===== src/rtl/instr_fetch_unit.sv =====
// Prefetching instruction fetch unit: credit-limited sequential fetch into an in-order queue.
// Build option IFU_BYPASS_EN forwards a response straight to the core when the queue is empty.
module instr_fetch_unit #(
  parameter int unsigned DEPTH    = 4,
  parameter logic [31:0] RESET_PC = 32'h0000_0000
) (
  input  logic        clk,
  input  logic        rst,
  output logic        imem_req,
  output logic [31:0] imem_addr,
  input  logic        imem_gnt,
  input  logic        imem_rvalid,
  input  logic [31:0] imem_rdata,
  output logic [31:0] op_instr,
  output logic [31:0] op_instr_addr,
  output logic        op_instr_valid,
  input  logic        ip_instr_ready,
  input  logic        ip_redirect,
  input  logic [31:0] ip_redirect_addr
);

  localparam int unsigned PTR_W = (DEPTH > 1) ? $clog2(DEPTH) : 1;
  localparam int unsigned CNT_W = PTR_W + 1;
  localparam logic [CNT_W:0] DEPTH_C = (CNT_W + 1)'(DEPTH);

  typedef enum logic [1:0] {ST_RESET, ST_RUN, ST_FLUSH} state_e;

  state_e           state_q, state_d;
  logic [31:0]      fetch_pc_q, fetch_pc_d;
  logic [31:0]      resp_pc_q, resp_pc_d;
  logic [CNT_W-1:0] outst_q, outst_d;
  logic [CNT_W-1:0] discard_q, discard_d;
  logic [CNT_W-1:0] count_q, count_d;
  logic [PTR_W-1:0] rd_ptr_q, rd_ptr_d;
  logic [PTR_W-1:0] wr_ptr_q, wr_ptr_d;
  logic [31:0]      data_q [DEPTH];
  logic [31:0]      addr_q [DEPTH];

  logic [31:0]      redirect_pc;
  logic [CNT_W:0]   credit_used;
  logic             grant, drop, push, pop, bypass;

  assign redirect_pc = ip_redirect_addr & 32'hFFFF_FFFC;
  assign imem_addr   = fetch_pc_q;

  // Credits cover both in-flight fetches and buffered words, so a granted fetch always has a slot.
  always_comb begin
    credit_used = {1'b0, outst_q} + {1'b0, count_q};
    imem_req    = (state_q == ST_RUN) && !ip_redirect && (credit_used < DEPTH_C);
    grant       = imem_req && imem_gnt;
    drop        = imem_rvalid && (discard_q != '0);
`ifdef IFU_BYPASS_EN
    bypass      = imem_rvalid && !drop && !ip_redirect && (count_q == '0);
`else
    bypass      = 1'b0;
`endif
    push        = imem_rvalid && !drop && !ip_redirect && !(bypass && ip_instr_ready);
    pop         = (count_q != '0) && ip_instr_ready && !ip_redirect;
  end

  always_comb begin
    op_instr       = data_q[rd_ptr_q];
    op_instr_addr  = addr_q[rd_ptr_q];
    op_instr_valid = (count_q != '0);
`ifdef IFU_BYPASS_EN
    if (bypass) begin
      op_instr       = imem_rdata;
      op_instr_addr  = resp_pc_q;
      op_instr_valid = 1'b1;
    end
`endif
  end

  // resp_pc tracks the address of the next response that will be kept.
  always_comb begin
    fetch_pc_d = grant ? fetch_pc_q + 32'd4 : fetch_pc_q;
    resp_pc_d  = (imem_rvalid && !drop) ? resp_pc_q + 32'd4 : resp_pc_q;
    outst_d    = outst_q + CNT_W'(grant) - CNT_W'(imem_rvalid);
    discard_d  = drop ? discard_q - CNT_W'(1) : discard_q;
    count_d    = count_q + CNT_W'(push) - CNT_W'(pop);
    rd_ptr_d   = rd_ptr_q + PTR_W'(pop);
    wr_ptr_d   = wr_ptr_q + PTR_W'(push);
    case (state_q)
      ST_RESET: state_d = ST_RUN;
      ST_RUN:   state_d = ST_RUN;
      ST_FLUSH: state_d = ST_RUN;
      default:  state_d = ST_RESET;
    endcase
    // Everything still in flight after this cycle belongs to the old stream.
    if (ip_redirect) begin
      state_d    = ST_FLUSH;
      fetch_pc_d = redirect_pc;
      resp_pc_d  = redirect_pc;
      discard_d  = outst_d;
      count_d    = '0;
      rd_ptr_d   = '0;
      wr_ptr_d   = '0;
    end
  end

  always_ff @(posedge clk or negedge rst) begin
    if (!rst) begin
      state_q    <= ST_RESET;
      fetch_pc_q <= RESET_PC;
      resp_pc_q  <= RESET_PC;
      outst_q    <= '0;
      discard_q  <= '0;
      count_q    <= '0;
      rd_ptr_q   <= '0;
      wr_ptr_q   <= '0;
      for (int i = 0; i < int'(DEPTH); i++) begin
        data_q[i] <= '0;
        addr_q[i] <= '0;
      end
    end else begin
      state_q    <= state_d;
      fetch_pc_q <= fetch_pc_d;
      resp_pc_q  <= resp_pc_d;
      outst_q    <= outst_d;
      discard_q  <= discard_d;
      count_q    <= count_d;
      rd_ptr_q   <= rd_ptr_d;
      wr_ptr_q   <= wr_ptr_d;
      if (push) begin
        data_q[wr_ptr_q] <= imem_rdata;
        addr_q[wr_ptr_q] <= resp_pc_q;
      end
    end
  end

endmodule

===== config.mk =====
export PLATFORM = sky130hd
export DESIGN_NAME = instr_fetch_unit
export DESIGN_NICKNAME = d
export VERILOG_FILES = /design/src/rtl/instr_fetch_unit.sv
export SDC_FILE = /design/constraint.sdc
export NUM_CORES = 1
export LEC_CHECK = 0
export ABC_CLOCK_PERIOD_IN_PS = 2600
export CAP_MARGIN = 0
export CORE_MARGIN = 4
export CORE_UTILIZATION = 45
export DETAILED_ROUTE_END_ITERATION = 16
export GPL_ROUTABILITY_DRIVEN = 0
export PLACE_DENSITY = 0.66
export SLEW_MARGIN = 20
export SYNTH_ARGS = -nofsm -noshare
export SYNTH_HDL_FRONTEND = slang
export SYNTH_SLANG_ARGS = --single-unit

===== constraint.sdc =====
create_clock -name clk -period 2.6 [get_ports clk]
set_input_delay 0.52 -clock clk [delete_from_list [all_inputs] [get_ports clk]]
set_output_delay 0.52 -clock clk [all_outputs]
set_load 0.02 [all_outputs]

==> metrics.cfg <==
[power_and_ir_drop]
power_frac_clock=0.306
power.leakage_nw=8.25
worst_ir_drop_vdd_uv=404
power.share.sequential=0.406
powerDensity_nw_per_um2=888
cell_internal_pwr_mw=11.3
power_switching_share=0.300
net_switching_component_of_the_power_mw=4.87
p_comb_frac=0.289

[routing]
first_pass_iters=5
detail-route-antenna-nets=0
vias=9498
detailedRoute.firstIterationViolations=431
routed_wire_length_per_instance_microns=19.9
routed_wirelength_microns=34400
via_per_inst=5.49
drcViolationCount=0

[die]
boundaryPins=168
design.die.area_sq_um=35900
die_h_microns=189
die-width_microns=189
initial_core_util=0.456
number_of_rows_created_at_floorplan=66
core_area_sq_um=32500

[place]
buffer_ports.inserted=161
dp_cells=1659
dp_worst_setup_slack_ns=-0.131
place_hpwl_microns=22600
place_area_sq_um=17300

[timing]
final_setup_fails=0
grt_setup_unrepaired=false
final_min_period_over_clock_period=0.975
worst_slack_ns=0.0641
finalWorstPathRequiredPeriod_ns=2.54
worst_clock_skew_ns=0.0156
tightest_slew_ns=0.600
maxClockFrequency_ghz=0.394
timing.slew.headroom=0.600
drv_slew=0
final-hold-violation-count=0

[worst_setup_path]
timing.critical_path.buf_inv=3
critical_path_data_required_time_ns=2.08
critical_path_class=flop to primary output
timing.critical_path.cells=buf_6 -> buf_12 -> mux4_2 -> buf_2
startpoint_type=flop
timing.critical_path.max_delay_family=multiplexers
cp.arrival_ns=2.02
cp-end-kind=primary output
worst_path_largest_cell_delay_ns=0.56
slowest_stage=sky130_fd_sc_hd__mux4_2
cp_max_fo=9

[synth]
synth_ff_type=sky130_fd_sc_hd__dfrtp_1
mappedNetlistArea_sq_um=14800
yosysWarningCount=0
cell_accounting_for_the_most_synthesized_area=sky130_fd_sc_hd__dfrtp_1
synth_top_cells_by_count=sky130_fd_sc_hd__dfrtp_1, sky130_fd_sc_hd__mux2_2, sky130_fd_sc_hd__nand2_1, sky130_fd_sc_hd__mux4_2, sky130_fd_sc_hd__o21ai_0
synth_area_leaders=sky130_fd_sc_hd__dfrtp_1, sky130_fd_sc_hd__mux2_2, sky130_fd_sc_hd__mux4_2
synth_edf_count=0
synth-seq-area-share=0.545
synth_async_sr_flop_share=1.00
synth-seq-cells=323
avgSynthCellArea_sq_um=13.7
yosys.cell_types.count=52
synthMostInstantiatedCell=sky130_fd_sc_hd__dfrtp_1
post-synth-top-area-fraction=0.545
synth_cells=1080

[cells_and_area]
area_delta_synth_final_pct=23.2
post_layout_nonfiller_instances=1729
summed_area_of_non_filler_cells_in_the_final_layout_sq_um=18300
num-fill-cells=2742
drive_gt1_frac=0.381
design.final.nets=1348
antenna_cells_inserted=0

[cts]
cts_buffer_depth=3
cts_buffers=36
clock_tree_from_tritoncts=yes
htree_levels=2
clk_latency_ns=0.51
clock_tree.root_cell=sky130_fd_sc_hd__clkbuf_16
clk_pin_slew_ns=0.06
clock-sinks=323

[global_route]
grt-busiest-layer=met2
first_global_vias=10100
grt_start_max_net_pins=74
grtUsageMet3=0.0395
antenna_found_initial=0
grt_use_met2=0.300
grt_use_total=0.194
overflow=0
grt_use_met1=0.289
grt_pass1_wl_microns=56000

[run_status]
outcome=completed

[run]
cap_viol_max_count=0

[min_path]
hp-class=flop to flop

==> worst paths after layout <==
check	startpoint	to	slack [ns]	cells past startpoint
max in group asynchronous	rst	resp_pc_q[20]	1.24	3
min in group asynchronous	rst	data_q[69]	0.57	2
worst max-delay path	rd_ptr_q[0]	op_instr_addr[4]	0.06	4
worst max register to register	outst_q[2]	discard_q[2]	0.14	12
worst min register to register	state_q[0]	state_q[0]	0.46	1
worst min-delay path	state_q[0]	state_q[0]	0.46	1
==> cell families (layout without fill, tap and decap cells) <==
logic type	Yosys count	in the layout	synth area share
flip-flops	323	323	0.545
multiplexers	301	301	0.276
AND/OR/NAND/NOR	205	205	0.0737
AO/OA/AOI/OAI	103	103	0.0410
buffers and inverters	93	297	0.0276
XOR/XNOR	40	40	0.0236
adder cells (fa/ha/maj)	14	14	0.0128
other	1	4	0.000253
==> metrics by stage <==
stage / power, mW / utilization / setup TNS [ns] / hold WS (ns)
global placement: 11.7 / 0.531 / -0.163 / 0.441
floorplan: 9.56 / - / -0.0676 / 0.224
CTS: 16.5 / 0.562 / -0.132 / 0.460
detailed placement: 11.8 / 0.531 / -1.07 / 0.452
finish: 16.2 / 0.561 / 0 / 0.457
global route: 17.1 / 0.561 / 0 / 0.477
==> power groups by stage <==
stage / sequential [mW] / clock (mW) / combinational, mW
after CTS: 6.58 / 5.09 / 4.80
after detailed placement: 6.67 / 0 / 5.15
final: 6.58 / 4.95 / 4.68
after floorplan: 6.49 / 0 / 3.07
after global placement: 6.63 / 0 / 5.08
after global routing: 6.71 / 5.31 / 5.08
==> per-layer routing <==
metal | vias up | share of wire
met2 | 296 | 0.45
met3 | 36 | 0.059
met5 | - | 0
met1 | 4837 | 0.47
met4 | 0 | 0.016
li1 | 4329 | -
==> layout by cell type (no fill, tap or decap), types with 16 or more instances in the layout <==
cell,synthesis,final
sky130_fd_sc_hd__xnor2_1,28,27
sky130_fd_sc_hd__inv_1,17,16
sky130_fd_sc_hd__clkbuf_16,0,38
sky130_fd_sc_hd__buf_12,0,16
sky130_fd_sc_hd__mux2_2,235,235
sky130_fd_sc_hd__buf_2,29,57
sky130_fd_sc_hd__mux4_2,62,62
sky130_fd_sc_hd__nand4_1,20,20
sky130_fd_sc_hd__nand3_1,29,28
sky130_fd_sc_hd__o21ai_0,52,51
sky130_fd_sc_hd__nand2_1,66,66
sky130_fd_sc_hd__clkdlybuf4s50_1,0,96
sky130_fd_sc_hd__dfrtp_1,323,320
sky130_fd_sc_hd__buf_4,4,37
sky130_fd_sc_hd__nor2_1,32,32
==> cell type report <==
type | instances | area (sq um) | area share
clock inverters | 8 | 97.6 | 0.00534
inverters | 19 | 73.8 | 0.00404
repair buffers | 217 | 1980 | 0.109
flip-flops and latches | 323 | 8090 | 0.443
clock buffers | 53 | 1050 | 0.0573
well taps | 442 | 553 | 0.0303
multi-input cells | 667 | 6420 | 0.351
==> timing repair <==
action | 4_1_cts | 5_1_grt
buffers inserted | 5 | 1
pin swaps | 0 | 5
hold endpoints to repair | 21 | 0
hold buffers | 1 | 0
gates cloned | 2 | 1
resized for setup | 239 | 11
setup endpoints to repair | 64 | 40
==> state kept, by name, indices dropped and copies added (netlist names), 3 cells and up <==
name / count
addr_q: 120
count_q: 3
data_q: 128
discard_q: 3
imem_addr: 30
outst_q: 3
resp_pc_q: 30
No activity file was read; power rests on OpenSTA's default activity.
